**src/rtl/stopwatch_bcd_counter.sv**
```systemverilog
// Stopwatch time base: divides the prescaler tick to centiseconds and keeps a BCD MM:SS:CC count.
// Optional lap capture is built when STOPWATCH_LAP_EN is defined.
module stopwatch_bcd_counter #(
   parameter int TICKS_PER_CS = 1000,
   parameter int MAX_MIN      = 59
) (
   input  logic        sysclk,
   input  logic        i_rst,
   input  logic        i_tick,
   input  logic        i_start_stop,
   input  logic        i_clear,
`ifdef STOPWATCH_LAP_EN
   input  logic        i_lap,
   output logic [23:0] o_lap_bcd,
   output logic        o_lap_valid,
`endif
   output logic [7:0]  o_min_bcd,
   output logic [7:0]  o_sec_bcd,
   output logic [7:0]  o_cs_bcd,
   output logic        o_running,
   output logic        o_wrap
);

   localparam int SUB_W = (TICKS_PER_CS > 1) ? $clog2(TICKS_PER_CS) : 1;
   localparam logic [SUB_W-1:0] SUB_MAX = SUB_W'(TICKS_PER_CS - 1);
   localparam logic [7:0] MAX_MIN_BCD = {4'(MAX_MIN / 10), 4'(MAX_MIN % 10)};

   typedef enum logic [1:0] {
      ST_IDLE  = 2'd0,
      ST_RUN   = 2'd1,
      ST_PAUSE = 2'd2
   } state_t;

   state_t           state_r;
   state_t           next_state_s;
   logic [SUB_W-1:0] sub_r;
   logic [SUB_W-1:0] sub_next_s;
   logic [7:0]       min_r, sec_r, cs_r;
   logic [7:0]       min_next_s, sec_next_s, cs_next_s;
   logic             running_r;
   logic             wrap_r;
   logic             wrap_s;
   logic             count_en_s;
   logic             cs_adv_s;

   // Two-digit BCD increment; callers handle the upper wrap point so no digit exceeds 9.
   function automatic logic [7:0] bcd_inc(input logic [7:0] v);
      if (v[3:0] == 4'd9) begin
         bcd_inc = {v[7:4] + 4'd1, 4'd0};
      end else begin
         bcd_inc = {v[7:4], v[3:0] + 4'd1};
      end
   endfunction

   // Run/pause sequencing; clear overrides any start/stop request.
   always_comb begin
      next_state_s = state_r;
      if (i_clear) begin
         next_state_s = ST_IDLE;
      end else if (i_start_stop) begin
         case (state_r)
            ST_IDLE:  next_state_s = ST_RUN;
            ST_RUN:   next_state_s = ST_PAUSE;
            ST_PAUSE: next_state_s = ST_RUN;
            default:  next_state_s = ST_IDLE;
         endcase
      end else begin
         next_state_s = state_r;
      end
   end

   // Tick divider and full MM:SS:CC carry chain, resolved in a single cycle.
   always_comb begin
      count_en_s = (state_r == ST_RUN) && i_tick;
      cs_adv_s   = count_en_s && (sub_r == SUB_MAX);
      sub_next_s = sub_r;
      cs_next_s  = cs_r;
      sec_next_s = sec_r;
      min_next_s = min_r;
      wrap_s     = 1'b0;
      if (count_en_s) begin
         if (sub_r == SUB_MAX) begin
            sub_next_s = '0;
         end else begin
            sub_next_s = sub_r + SUB_W'(1);
         end
      end else begin
         sub_next_s = sub_r;
      end
      if (cs_adv_s) begin
         if (cs_r == 8'h99) begin
            cs_next_s = 8'h00;
            if (sec_r == 8'h59) begin
               sec_next_s = 8'h00;
               if (min_r == MAX_MIN_BCD) begin
                  min_next_s = 8'h00;
                  wrap_s     = 1'b1;
               end else begin
                  min_next_s = bcd_inc(min_r);
               end
            end else begin
               sec_next_s = bcd_inc(sec_r);
            end
         end else begin
            cs_next_s = bcd_inc(cs_r);
         end
      end else begin
         cs_next_s = cs_r;
      end
   end

   // State, counters and registered status outputs.
   always_ff @(posedge sysclk or posedge i_rst) begin
      if (i_rst) begin
         state_r   <= ST_IDLE;
         sub_r     <= '0;
         min_r     <= 8'h00;
         sec_r     <= 8'h00;
         cs_r      <= 8'h00;
         running_r <= 1'b0;
         wrap_r    <= 1'b0;
      end else begin
         state_r   <= next_state_s;
         running_r <= (next_state_s == ST_RUN);
         if (i_clear) begin
            sub_r  <= '0;
            min_r  <= 8'h00;
            sec_r  <= 8'h00;
            cs_r   <= 8'h00;
            wrap_r <= 1'b0;
         end else begin
            sub_r  <= sub_next_s;
            min_r  <= min_next_s;
            sec_r  <= sec_next_s;
            cs_r   <= cs_next_s;
            wrap_r <= wrap_s;
         end
      end
   end

`ifdef STOPWATCH_LAP_EN
   logic [23:0] lap_bcd_r;
   logic        lap_valid_r;

   // Lap snapshot of the pre-edge count; the running count is untouched.
   always_ff @(posedge sysclk or posedge i_rst) begin
      if (i_rst) begin
         lap_bcd_r   <= 24'h000000;
         lap_valid_r <= 1'b0;
      end else if (i_clear) begin
         lap_valid_r <= 1'b0;
      end else if (i_lap && (state_r == ST_RUN)) begin
         lap_bcd_r   <= {min_r, sec_r, cs_r};
         lap_valid_r <= 1'b1;
      end else begin
         lap_valid_r <= lap_valid_r;
      end
   end

   assign o_lap_bcd   = lap_bcd_r;
   assign o_lap_valid = lap_valid_r;
`endif

   assign o_min_bcd = min_r;
   assign o_sec_bcd = sec_r;
   assign o_cs_bcd  = cs_r;
   assign o_running = running_r;
   assign o_wrap    = wrap_r;

endmodule

```
**config.mk**
```make
export PLATFORM = sky130hd
export DESIGN_NAME = stopwatch_bcd_counter
export DESIGN_NICKNAME = d
export VERILOG_FILES = /design/src/rtl/stopwatch_bcd_counter.sv
export SDC_FILE = /design/constraint.sdc
export NUM_CORES = 1
export LEC_CHECK = 0
export ABC_AREA = 1
export BUFFER_PORTS_ARGS = -buffer_cell sky130_fd_sc_hd__buf_2
export CAP_MARGIN = 40
export CORE_ASPECT_RATIO = 0.75
export CORE_UTILIZATION = 30
export CTS_CLUSTER_SIZE = 12
export DETAILED_ROUTE_END_ITERATION = 12
export GPL_ROUTABILITY_DRIVEN = 0
export REMOVE_ABC_BUFFERS = 1
export SYNTH_ARGS = -nofsm -noshare
export SYNTH_HDL_FRONTEND = slang
export SYNTH_SLANG_ARGS = --single-unit
export TNS_END_PERCENT = 10
```
**constraint.sdc**
```tcl
create_clock -name sysclk -period 1.9 [get_ports sysclk]
set_input_delay 0.38 -clock sysclk [delete_from_list [all_inputs] [get_ports sysclk]]
set_output_delay 0.38 -clock sysclk [all_outputs]
set_load 0.005 [all_outputs]
```
==> run metrics <==
status=complete, no violations; syn_area_per_cell=7.82 µm²; IO Port Bufs=30; # IOs=31; Syn. warnings=0; Seq cells post-synth=38; worst slew pin tran=0.482 ns; Root Buffer=clkbuf_8; global-route wire length before repair=8670 µm; final WL=4940 µm; final setup vio count=0; Clock Power Share=0.318; Critical R2R Capture=o_min_bcd[7]; Synth area leaders=dfrtp_1, nand2_1, ha_1; Post-synth EDFFs=0; share of cells above drive strength 1=0.172; Inserted Clock Buffers=5; Die Y=77.8 µm; fin util=0.361; worst r2r path cells=9; antenna cells=0; top cell type's share of synthesized area=0.413; synth-to-layout area growth=15.7%; flop2flop setup slack=0.16 ns; Worst-path clk slew=0.07 ns; violation count after the first detailed-route iteration=83; Crit. End Element=register; Max Clk Rate=573 MHz; Hold WC Path Type=in2async; Slew Limit Headroom=0.678; worst vdd ir=375 µV; largest net degree at the start of global routing=39; worst skew pair latency=0.29 ns; CP Launch Type=register; crit path kind=reg2reg; synth unique cells=29; final worst slack=0.156 ns; hpwl dp=3780 µm; Post-CTS Repair Setup Buffers=0; Post-synth ARST share=1.00; CTS Buffer Depth=2; most common cell in the netlist=nand2_1; post-synth design cell area=2300 µm²; die extent in x=103 µm; Logic pwr share=0.143; sequential area share after synthesis=0.413; Final period util=0.918; Static Leak=1.37 nW; crit path max fanout=8; fill count=807; CTS Sinks=38; vias in the first global route=1808; initial antenna violation count=0; Flop pwr share=0.540; num rows=27; Final min period=1.74 ns; DRC=0; top cell type by total area after synthesis=dfrtp_1; die area=8020 µm²; Pre-antenna DRT Iters=4; Multi-input gate area=1170 µm²; TritonCTS clock tree=yes; DRT antenna net count=0; Global Route Usage Sum=0.140; Cells after Synth=294; worst slack, placed=0.156 ns; Setup Skew=0.00561 ns; Max-Cap Viols=0; H-Tree Depth=2; via count=1935; Net Sw Power=470 µW; Cell Pwr Density=626 nW/µm²; Hold-fix buffers, CTS=0; Initial Util=0.312; fin. max-slew vios=0; CP required=2.08 ns; grt ovf=0; post-CTS sizing=0; routed len/inst=11.4 µm; most frequent cells after synthesis=nand2_1, dfrtp_1, inv_1, nor2_1, nand3_1; Hold Vio Cnt, Final=0; CP arrival=1.92 ns; worst r2r src=sub_r[0]; switch share=0.282; Core Area=7360 µm²; unrepaired setup endpoints after global routing=true; fin nets=350; post-DR vias/cell=4.47; top_reg_cell synth=dfrtp_1; Register Area=951 µm²; internal power=1.20 mW
## registers in the layout, indices dropped and copies added, names as in the netlist
register,cells
o_min_bcd,8
o_wrap,1
o_cs_bcd,8
o_sec_bcd,8
o_running,1
sub_r,10
state_r,2
## through the flow
| stage | total power, mW | TNS (ns) | std cells | instance area [µm²] | hold WS [ns] |
|---|---|---|---|---|---|
| after global routing | 1.76 | -0.0387 | 433 | 2660 | 0.265 |
| after floorplan | 1.06 | 0 | 289 | 2260 | 0.453 |
| after CTS | 1.69 | 0 | 433 | 2660 | 0.222 |
| final | 1.67 | 0 | 433 | 2660 | 0.196 |
| after detailed placement | 1.16 | 0 | 426 | 2580 | 0.534 |
| after global placement | 1.15 | 0 | 426 | 2580 | 0.527 |
## worst max path at each step
| stage | to | start | cells past startpoint | slack, ns |
|---|---|---|---|---|
| floorplan | o_min_bcd[0] | sub_r[0] | 8 | 0.15 |
| global placement | o_min_bcd[3] | o_cs_bcd[1] | 9 | 0.23 |
| detailed placement | o_min_bcd[4] | sub_r[0] | 9 | 0.16 |
| CTS | o_min_bcd[7] | sub_r[0] | 9 | 0.14 |
| global route | o_min_bcd[2] | sub_r[0] | 8 | -0.01 |
| finish | o_min_bcd[7] | sub_r[0] | 9 | 0.16 |
## layer usage
metal | vias up | track usage | wire, µm
met1 | 870 | 0.218 | 2700
met4 | 0 | 0.0394 | 51
met5 | - | 0 | 0
li1 | 1017 | - | -
met2 | 42 | 0.187 | 1940
met3 | 6 | 0.0324 | 243
## cells in the final DEF (no fill, tap or decap), types with 2 or more instances in the layout
cell type / count
nand2_1: 70
inv_1: 38
dfrtp_1: 38
nor2_1: 37
buf_2: 30
nand3_1: 24
ha_1: 13
nand4_1: 11
o21ai_0: 8
xor2_1: 8
nor3_1: 6
o21ai_1: 6
buf_4: 6
clkbuf_8: 5
nor2_2: 4
xnor2_1: 4
a21oi_1: 4
nand2_2: 3
nor2_4: 3
nand3_2: 2
nand3b_1: 2
clkbuf_1: 2
## cell type report
| class | instances | share of cell area |
|---|---|---|
| inverter | 39 | 0.0550 |
| timing repair buffer | 36 | 0.0733 |
| multi-input combinational | 212 | 0.438 |
| clock buffer | 7 | 0.0287 |
| sequential | 38 | 0.357 |
| tap | 101 | 0.0475 |
## power by group through the flow
stage | combinational, mW | clock [mW] | sequential [mW]
2_1_floorplan | 0.148 | 0 | 0.910
3_3_place_gp | 0.238 | 0 | 0.914
3_5_place_dp | 0.242 | 0 | 0.916
4_1_cts | 0.243 | 0.545 | 0.900
5_1_grt | 0.279 | 0.576 | 0.909
6_report | 0.238 | 0.529 | 0.900
## kinds of logic after synthesis
kind of cell / synth area share
simple gates: 0.330
buf+inv: 0.0805
fa+ha+maj: 0.0707
compound gates: 0.0593
xor+xnor: 0.0457
flops: 0.413
## critical path: stages (launching register included)
cell and delay (ns):
dfrtp_1 0.39, ha_1 0.19, nand2_1 0.11, nor2_2 0.13, nand3_2 0.14, o21bai_4 0.25
buf_4 0.21, nand3_4 0.08, nand2_1 0.07, nand2_1 0.05
No activity file was read; power rests on OpenSTA's default activity.
